==> config.mk <==
export PLATFORM = sky130hd
export DESIGN_NAME = gyro_fir_filter
export DESIGN_NICKNAME = d
export VERILOG_FILES = /design/src/rtl/gyro_fir_filter_pkg.sv /design/src/rtl/gyro_fir_filter_mac.sv /design/src/rtl/gyro_fir_filter.sv
export SDC_FILE = /design/constraint.sdc
export NUM_CORES = 1
export LEC_CHECK = 0
export CAP_MARGIN = 20
export CORE_UTILIZATION = 55
export CTS_BUF_LIST = sky130_fd_sc_hd__clkbuf_16
export CTS_CLUSTER_DIAMETER = 120
export DETAILED_ROUTE_END_ITERATION = 10
export GPL_ROUTABILITY_DRIVEN = 1
export PLACE_DENSITY = 0.72
export SLEW_MARGIN = 20
export SYNTH_ARGS = -nofsm -noshare
export SYNTH_HDL_FRONTEND = slang
export SYNTH_SLANG_ARGS = --single-unit
==> constraint.sdc <==
create_clock -name Clock -period 11.63 [get_ports Clock]
set_input_delay 2.326 -clock Clock [delete_from_list [all_inputs] [get_ports Clock]]
set_output_delay 2.326 -clock Clock [all_outputs]
set_load 0.01 [all_outputs]
==> src/rtl/gyro_fir_filter_pkg.sv <==
// Shared defaults, state encoding and output rounding for gyro_fir_filter.
// Build option GYRO_FIR_SAT_EN: saturate the rounded result instead of wrapping it.
package gyro_filt_pkg;

    localparam int DEF_DATA_W   = 10;
    localparam int DEF_COEF_W   = 16;
    localparam int DEF_TAPS     = 10;
    localparam int DEF_CHANNELS = 3;

    // Antisymmetric high-pass set; the taps sum to zero so DC is rejected.
    localparam logic signed [15:0] DEF_COEFS [DEF_TAPS] = '{
        16'hfda5, 16'h0e32, 16'hd54b, 16'h52ed, 16'h8e58,
        16'h71a8, 16'had13, 16'h2ab5, 16'hf1ce, 16'h025b
    };

    typedef enum logic [1:0] {
        ST_IDLE,
        ST_SHIFT,
        ST_MAC,
        ST_OUT
    } filt_state_t;

    // Round half toward +inf, then clamp or wrap into data_w signed bits.
    function automatic longint round_reduce(input longint acc, input int coef_w, input int data_w);
        longint y;
        longint lim;
        y   = (acc + (longint'(1) <<< (coef_w - 2))) >>> (coef_w - 1);
        lim = longint'(1) <<< (data_w - 1);
`ifdef GYRO_FIR_SAT_EN
        if (y > lim - 1) begin
            y = lim - 1;
        end else if (y < -lim) begin
            y = -lim;
        end
`else
        y = (y <<< (64 - data_w)) >>> (64 - data_w);
        if (lim == 0) begin
            y = 0;
        end
`endif
        return y;
    endfunction

endpackage

==> src/rtl/gyro_fir_filter_mac.sv <==
// Shared signed multiply-accumulate for the gyro FIR; clear restarts the sum
// with the current product so no idle cycle is spent between channels.
module fir_mac #(
    parameter int A_W   = 10,
    parameter int B_W   = 16,
    parameter int ACC_W = 30
) (
    input  logic                    i_clk,
    input  logic                    i_rst,
    input  logic                    i_clr,
    input  logic                    i_en,
    input  logic signed [A_W-1:0]   i_a,
    input  logic signed [B_W-1:0]   i_b,
    output logic signed [ACC_W-1:0] o_acc_next
);

    logic signed [ACC_W-1:0] r_acc;
    logic signed [ACC_W-1:0] w_prod;

    assign w_prod     = ACC_W'(i_a) * ACC_W'(i_b);
    assign o_acc_next = (i_clr ? '0 : r_acc) + w_prod;

    always_ff @(posedge i_clk) begin
        if (i_rst) begin
            r_acc <= '0;
        end else if (i_en) begin
            r_acc <= o_acc_next;
        end
    end

endmodule

==> src/rtl/gyro_fir_filter.sv <==
// Time-multiplexed multi-channel gyro FIR: one shared MAC walks channel-outer, tap-inner.
// Build option GYRO_FIR_SAT_EN (see gyro_filt_pkg) selects saturating output.
module gyro_fir_filter
    import gyro_filt_pkg::*;
#(
    parameter int DATA_W   = DEF_DATA_W,
    parameter int COEF_W   = DEF_COEF_W,
    parameter int TAPS     = DEF_TAPS,
    parameter int CHANNELS = DEF_CHANNELS,
    parameter int ACC_W    = DATA_W + COEF_W + $clog2(TAPS)
) (
    input  logic                       Clock,
    input  logic                       Reset,
    input  logic                       SampleValid,
    input  logic [CHANNELS*DATA_W-1:0] GyroIn,
    output logic                       Busy,
    output logic [CHANNELS*DATA_W-1:0] GyroOut,
    output logic                       DataReady,
    input  logic                       CoefWe,
    input  logic [$clog2(TAPS)-1:0]    CoefAddr,
    input  logic [COEF_W-1:0]          CoefData,
    output logic [7:0]                 DropCount
);

    localparam int TAP_W = (TAPS > 1) ? $clog2(TAPS) : 1;
    localparam int CH_W  = (CHANNELS > 1) ? $clog2(CHANNELS) : 1;

    filt_state_t r_state;
    filt_state_t w_state_nxt;

    logic signed [DATA_W-1:0] r_dline  [CHANNELS][TAPS];
    logic signed [DATA_W-1:0] r_sample [CHANNELS];
    logic signed [DATA_W-1:0] r_stage  [CHANNELS];
    logic signed [COEF_W-1:0] r_coef   [TAPS];

    logic [TAP_W-1:0]            r_tap;
    logic [CH_W-1:0]             r_ch;
    logic [CHANNELS*DATA_W-1:0]  r_gyro_out;
    logic                        r_ready;
    logic [7:0]                  r_drop;

    logic                        w_busy;
    logic                        w_mac_en;
    logic                        w_mac_clr;
    logic                        w_last_tap;
    logic                        w_last_ch;
    logic signed [ACC_W-1:0]     w_acc_next;

    assign w_last_tap = (r_tap == TAP_W'(TAPS - 1));
    assign w_last_ch  = (r_ch == CH_W'(CHANNELS - 1));

    always_comb begin
        w_state_nxt = r_state;
        w_busy      = 1'b1;
        w_mac_en    = 1'b0;
        w_mac_clr   = 1'b0;
        case (r_state)
            ST_IDLE: begin
                w_busy = 1'b0;
                if (SampleValid) begin
                    w_state_nxt = ST_SHIFT;
                end
            end
            ST_SHIFT: begin
                w_state_nxt = ST_MAC;
            end
            ST_MAC: begin
                w_mac_en  = 1'b1;
                w_mac_clr = (r_tap == '0);
                if (w_last_tap && w_last_ch) begin
                    w_state_nxt = ST_OUT;
                end
            end
            ST_OUT: begin
                w_state_nxt = ST_IDLE;
            end
            default: begin
                w_state_nxt = ST_IDLE;
            end
        endcase
    end

    fir_mac #(
        .A_W   (DATA_W),
        .B_W   (COEF_W),
        .ACC_W (ACC_W)
    ) u_mac (
        .i_clk      (Clock),
        .i_rst      (Reset),
        .i_clr      (w_mac_clr),
        .i_en       (w_mac_en),
        .i_a        (r_dline[r_ch][r_tap]),
        .i_b        (r_coef[r_tap]),
        .o_acc_next (w_acc_next)
    );

    always_ff @(posedge Clock) begin
        if (Reset) begin
            r_state    <= ST_IDLE;
            r_tap      <= '0;
            r_ch       <= '0;
            r_gyro_out <= '0;
            r_ready    <= 1'b0;
            r_drop     <= '0;
            for (int c = 0; c < CHANNELS; c++) begin
                r_sample[c] <= '0;
                r_stage[c]  <= '0;
                for (int k = 0; k < TAPS; k++) begin
                    r_dline[c][k] <= '0;
                end
            end
            for (int k = 0; k < TAPS; k++) begin
                r_coef[k] <= (k < DEF_TAPS) ? COEF_W'(DEF_COEFS[k % DEF_TAPS]) : '0;
            end
        end else begin
            r_state <= w_state_nxt;
            r_ready <= (r_state == ST_OUT);

            // The sample is latched on acceptance so GyroIn may change before SHIFT.
            if (r_state == ST_IDLE) begin
                if (SampleValid) begin
                    for (int c = 0; c < CHANNELS; c++) begin
                        r_sample[c] <= GyroIn[c*DATA_W +: DATA_W];
                    end
                end
                if (CoefWe && (int'(CoefAddr) < TAPS)) begin
                    r_coef[CoefAddr] <= CoefData;
                end
            end else if (SampleValid && (r_drop != 8'hff)) begin
                r_drop <= r_drop + 8'd1;
            end

            if (r_state == ST_SHIFT) begin
                r_tap <= '0;
                r_ch  <= '0;
                for (int c = 0; c < CHANNELS; c++) begin
                    for (int k = TAPS - 1; k > 0; k--) begin
                        r_dline[c][k] <= r_dline[c][k-1];
                    end
                    r_dline[c][0] <= r_sample[c];
                end
            end

            if (r_state == ST_MAC) begin
                if (w_last_tap) begin
                    r_tap <= '0;
                    r_ch  <= r_ch + CH_W'(1);
                    r_stage[r_ch] <= DATA_W'(round_reduce(longint'(w_acc_next), COEF_W, DATA_W));
                end else begin
                    r_tap <= r_tap + TAP_W'(1);
                end
            end

            if (r_state == ST_OUT) begin
                for (int c = 0; c < CHANNELS; c++) begin
                    r_gyro_out[c*DATA_W +: DATA_W] <= r_stage[c];
                end
            end
        end
    end

    assign Busy      = w_busy;
    assign GyroOut   = r_gyro_out;
    assign DataReady = r_ready;
    assign DropCount = r_drop;

endmodule

# ---- After elaboration in Yosys (flattened, before gate mapping)
# Memory sizes are Yosys's and may differ from the RTL's. A register that Yosys moved wholly into a read port is not among the register bits.
# Cells that the tools add are included.
# W data, S select, Z words.
dict set report totals {
  output_inout_bits 40
  wordCells 146
  reg_bits 47
  memories 4
  mem_bits_rw 520
  input_bits 54
}
dict set report classes {
  mux 75
  n_eq_ne 8
  n_lt_le_gt_ge 2
  reduce_logical 10
  n_addsub 5
  n_mul 1
  n_bitwise 35
}
# name depth width rd rd_clocked_by_memory_dff write_ports line
set memory_table {}
lappend memory_table {r_dline 3 100 4 1 3 gyro_fir_filter.sv:31} ;# logic signed [DATA_W-1:0] r_dline [CHANNELS][TAPS];
lappend memory_table {r_coef 10 16 1 1 10 gyro_fir_filter.sv:34} ;# logic signed [COEF_W-1:0] r_coef [TAPS];
lappend memory_table {r_sample 3 10 3 0 3 gyro_fir_filter.sv:32} ;# logic signed [DATA_W-1:0] r_sample [CHANNELS];
lappend memory_table {r_stage 3 10 3 3 3 gyro_fir_filter.sv:33} ;# logic signed [DATA_W-1:0] r_stage [CHANNELS];
# operator n
set ops {}
lappend ops {{$mux W10} 36}
lappend ops {{$bmux W10 S4} 1}
lappend ops {{$or A1 B1 Y1} 33}
lappend ops {{$add A30 B30 Y30} 1}
lappend ops {{$mux W30} 1}
lappend ops {{$mul A10 B16 Y26} 1}
lappend ops {{$add A25 B16 Y25 const B} 1}
lappend ops {{$mux W4} 6}
lappend ops {{$mux W1} 22}
lappend ops {{$mux W16} 1}
lappend ops {{$reduce_or A16 Y1} 1}
lappend ops {{$mux W2} 7}
lappend ops {{$reduce_or A10 Y1} 1}
lappend ops {{$add A8 B1 Y8 const B} 1}
lappend ops {{$ne A8 B8 Y1 const B} 1}
lappend ops {{$pmux W2 S4} 1}
lappend ops {{$eq A2 B2 Y1 const B} 3}
lappend ops {{$ge A5 B5 Y1 const B} 1}
lappend ops {{$not A4 Y5} 1}
lappend ops {{$add A4 B1 Y4 const B} 1}
lappend ops {{$eq A4 B4 Y1 const B} 1}
lappend ops {{$logic_not A4 Y1} 1}
lappend ops {{$lt A4 B4 Y1 const B} 1}
lappend ops {{$ne A2 B2 Y1 const B} 2}
lappend ops {{7 further kinds} 10}

# ---- Logic depth before layout (Yosys ltp)
dict set report depth {
  ltp_word 8
  ltp_mapped 44
  mapped_depth_nobuf 37
}

# ---- Modules after synthesis
# Synthesis repeated with hierarchy kept, for this count alone.
dict set report unflattened {
  cells_unflattened 2850
  area_unflattened_um2 37312.0
}
# mod cells_per_inst instances area_each_um2
set by_module_without_submodules {}
lappend by_module_without_submodules {gyro_fir_filter 1845 1 28727.6}
lappend by_module_without_submodules {fir_mac 1005 1 8584.5}

# ---- Worst setup path after synthesis
# No wires, ideal clock.
dict set report synth_timing {
  kind {reg2reg}
  startpoint {register r_tap[0]}
  endpoint {memory r_stage[0][9] in the netlist's numbering (data pin)}
  period_less_slack_ps 9611
  arrival_time_ps 9342
  stages_incl_launch_ff 38
  setup_ps 269
  setup_slack_ps 2019
  cell_sequence {dfxtp_1 -> clkbuf_1 -> buf_2 -> clkbuf_1 -> buf_2 -> buf_2 -> buf_1 -> mux4_2 -> a21oi_1 -> o22ai_1 -> buf_2 -> nand2_1 -> fa_1 -> fa_1 -> inv_1 -> fa_1 -> fa_1 -> inv_1 -> (+2 left out) -> ha_1 -> o21a_1 -> o21ai_0 -> a21oi_1 -> o41a_1 -> a31oi_1 -> o21bai_1 -> xor2_1 -> ha_1 -> clkbuf_1 -> nand2_1 -> o21ai_0 -> a311oi_1 -> o311ai_0 -> xor2_1 -> o21ai_1 -> nor2_1 -> o311ai_1}
}
# element line
set synth_rtl {}
lappend synth_rtl {{start, declared} gyro_fir_filter.sv:36} ;# logic [TAP_W-1:0] r_tap;
lappend synth_rtl {{start signal, assigned} gyro_fir_filter.sv:150} ;# r_tap <= r_tap + TAP_W'(1);
lappend synth_rtl {{end, declared} gyro_fir_filter.sv:33}

==> results.md <==
* Critical path arrival at ~11 ns
* Clock buffer depth at 3
* Die area at about 68000 µm²
* Max Cap Viol at 0
* Syn Std Cell Area at 36600 µm²
* Pins Over Slew Limit at 0
* CP max stage cell: o311ai_0
* Global-route wire length before repair at 121 mm
* F_max at 94.8 MHz
* Final-stage net count at 3281
* Share of cells above drive strength 1 at roughly a tenth
* Critical R2R Capture: r_stage[1][9]$_SDFFCE_PN0P_
* FF-to-FF Start: r_ch[0]$_SDFF_PP0_
* CP delay by family, top: compound AO/OA/AOI/OAI gates
* Final Skew at around 0.028 ns
* Count of cells resized by post-cts repair at 0
* Pre-antenna DRT Iters at 6
* Commonest non-fill, non-tap cell in the layout: edfxtp_1
* Setup bufs post-CTS at 0
* Core box area at about 66000 µm²
* Remaining antenna violation count after routing at 0
* Final Hold Vio Count at 0
* DR WL/cell at 19.4 µm
* Slew @ Worst Pin at 1.15 ns
* Worst hold stages at 2
* Initial antenna violation count at 2
* Root buffer cell: clkbuf_16
* Status: finished, final reports clean
* Die height at 260 µm
* Number of flops mapped to enable cells by yosys at between 600 and 700
* Worst R2R Path Depth at 33
* Most repeated library cell on the critical path: fa_1
* Clk Latency, worst-skew pair at 0.64 ns
* # DRC at 0
* Sink Count at 692
* Netlist cell types at 71
* Unrepaired setup endpoints after global routing: false
* Die width at ~260 µm
* DRT iter0 DRCs at 1914
* CTS Buf Count at between 70 and 80
* Worst Setup End Kind: flop
* Mapped Cells at 2829
* Port bufs at 93
* CP Max Fanout at 39
* Vias in the first global route at roughly 22000
* Synth async-reset ratio at 0%
* Slew HR at 23.4%
* Diode count at 0
* Clock period minus worst slack at 10.55 ns
* Area grow syn2layout at 12.4%
* CTS Hold Buffers Added at 0
* Slowest stage delay, CP at 0.75 ns
* Starting density of the core at 55.6%
* CTS tree: built
* WP data required at 11.99 ns
* Filler cells at approximately 5000
* Critical path launch point type: flop
* CP Class: flop to flop
* Sequential element share of the synthesized area at 54.7%
* Final setup viols at 0
* Final period utilization at 90.7%
* Wirelength, routed at 76.1 mm
* Clock-pin transition on the worst setup and hold timing paths at around 0.060 ns
* Post-synth top flop: edfxtp_1
* Hold crit path type: flop to flop
* Total grt overflow at 0
* Total GRT Usage at 23.0%
* Slack of the worst reg-to-reg path at 1.08 ns
* RePlAce Congestion at 0.867
* Mean Syn Cell Area at about 13 µm²
* Yosys reg bits at 692
* Largest net degree at the start of global routing at 141
* Hpwl dp at 50.8 mm
* Hold path startpoint: u_mac.r_acc[21]$_SDFFE_PP0P_
* Site Rows at 94
* H-Tree Depth at 3
* Yosys warns at 0
* Via count at 22200
* Buf+Inv Stages, Crit Path at 5
* Vias/cell at 5.66
* Hold Path Sink: u_mac.r_acc[21]$_SDFFE_PP0P_
* Most frequent cells in the layout: edfxtp_1 (616), and2_1 (349), nor2_1 (242)
* IO Pins at 94
* Final TNS setup at 0 ns
==> registers in the layout, summed over array words and instances (netlist names), named ones only <==
name and count:
r_stage 30, r_tap 4, r_sample 30, r_state 2
u_mac.r_acc 25, DropCount 8, GyroOut 30, r_dline 300
r_coef 256, r_ch 2, DataReady 1
==> worst max-delay path by stage <==
stage / slack, ns / endpoint / depth (start not counted) / startpoint
global placement: 1.35 / r_stage[2][9]$_SDFFCE_PN0P_ / 33 / r_ch[0]$_SDFF_PP0_
detailed placement: 1.15 / r_stage[1][9]$_SDFFCE_PN0P_ / 33 / r_ch[0]$_SDFF_PP0_
CTS: 1.13 / r_stage[1][9]$_SDFFCE_PN0P_ / 33 / r_ch[0]$_SDFF_PP0_
finish: 1.08 / r_stage[1][9]$_SDFFCE_PN0P_ / 33 / r_ch[0]$_SDFF_PP0_
global route: 0.55 / r_stage[2][9]$_SDFFCE_PN0P_ / 36 / r_tap[0]$_SDFFE_PP0N_
floorplan: 2.02 / r_stage[0][9]$_SDFFCE_PN0P_ / 37 / r_tap[0]$_SDFFE_PP0N_
==> area by class of cell <==
| type | instances | area [µm²] | area share [%] |
|---|---|---|---|
| flip-flops and latches | 692 | 20000 | 48.7 |
| repair buffers | 131 | 1250 | 3.03 |
| clock buffers | 75 | 1880 | 4.57 |
| multi-input cells | 1892 | 15700 | 38.1 |
| well taps | 864 | 1080 | 2.63 |
| inverters | 203 | 762 | 1.85 |
| clock inverters | 57 | 455 | 1.11 |
==> kinds of logic (layout without fill, tap and decap cells) <==
group,after synthesis,in the layout,synth area share [%]
AO/OA/AOI/OAI,225,225,3.84
XOR/XNOR,55,55,1.35
adder cells (fa/ha/maj),233,233,10.8
buffers and inverters,340,466,3.60
flip-flops,692,692,54.7
multiplexers,249,249,11.2
other,1,96,0.0103
AND/OR/NAND/NOR,1034,1034,14.5
==> through the flow <==
step | std cells | setup slack (ns) | util (%) | instance area [µm²] | hold WS, ns
3_5_place_dp | 3781 | 1.15 | 58.9 | 38700 | 0.472
4_1_cts | 3913 | 1.13 | 62.5 | 41100 | 0.485
5_1_grt | 3914 | 0.549 | 62.5 | 41100 | 0.508
3_3_place_gp | 3781 | 1.35 | 58.9 | 38700 | 0.462
2_1_floorplan | 2924 | 2.02 | - | 36900 | 0.452
6_report | 3914 | 1.08 | 62.5 | 41100 | 0.485
==> cell usage after synthesis, drive strengths merged, types with 26 or more instances <==
cell | count | area, µm²
buf | 37 | 178
ha | 97 | 1210
mux4 | 127 | 2860
fa | 136 | 2720
clkbuf | 100 | 377
mux2i | 110 | 1100
and2 | 349 | 2180
nor3 | 26 | 130
inv | 202 | 758
nor2 | 243 | 912
edfxtp | 616 | 18500
nand2b | 33 | 206
o21ai | 60 | 300
nor2b | 64 | 400
dfxtp | 76 | 1520
a21oi | 61 | 305
nand2 | 224 | 841
xnor2 | 39 | 342
==> per-layer routing <==
layer / track usage (%) / part of all wire [%]
met1: 32.2 / 43
met2: 37.2 / 48
met3: 3.76 / 6.8
met4: 7.08 / 2.2
met5: 0 / 0
==> worst reg2reg max path: cells and delay by family, from the launching register on <==
kind	cells	cell delay, ns
AO/OA/AOI/OAI	14	3.81
XOR/XNOR	2	0.59
adder cells (fa/ha/maj)	7	3.15
buffers and inverters	5	0.76
flip-flops	1	0.74
multiplexers	2	0.72
AND/OR/NAND/NOR	3	0.52
Power is left out: the tool's default activity adds up to more than one toggle a clock period on the data nets, which glitch-free logic cannot reach.
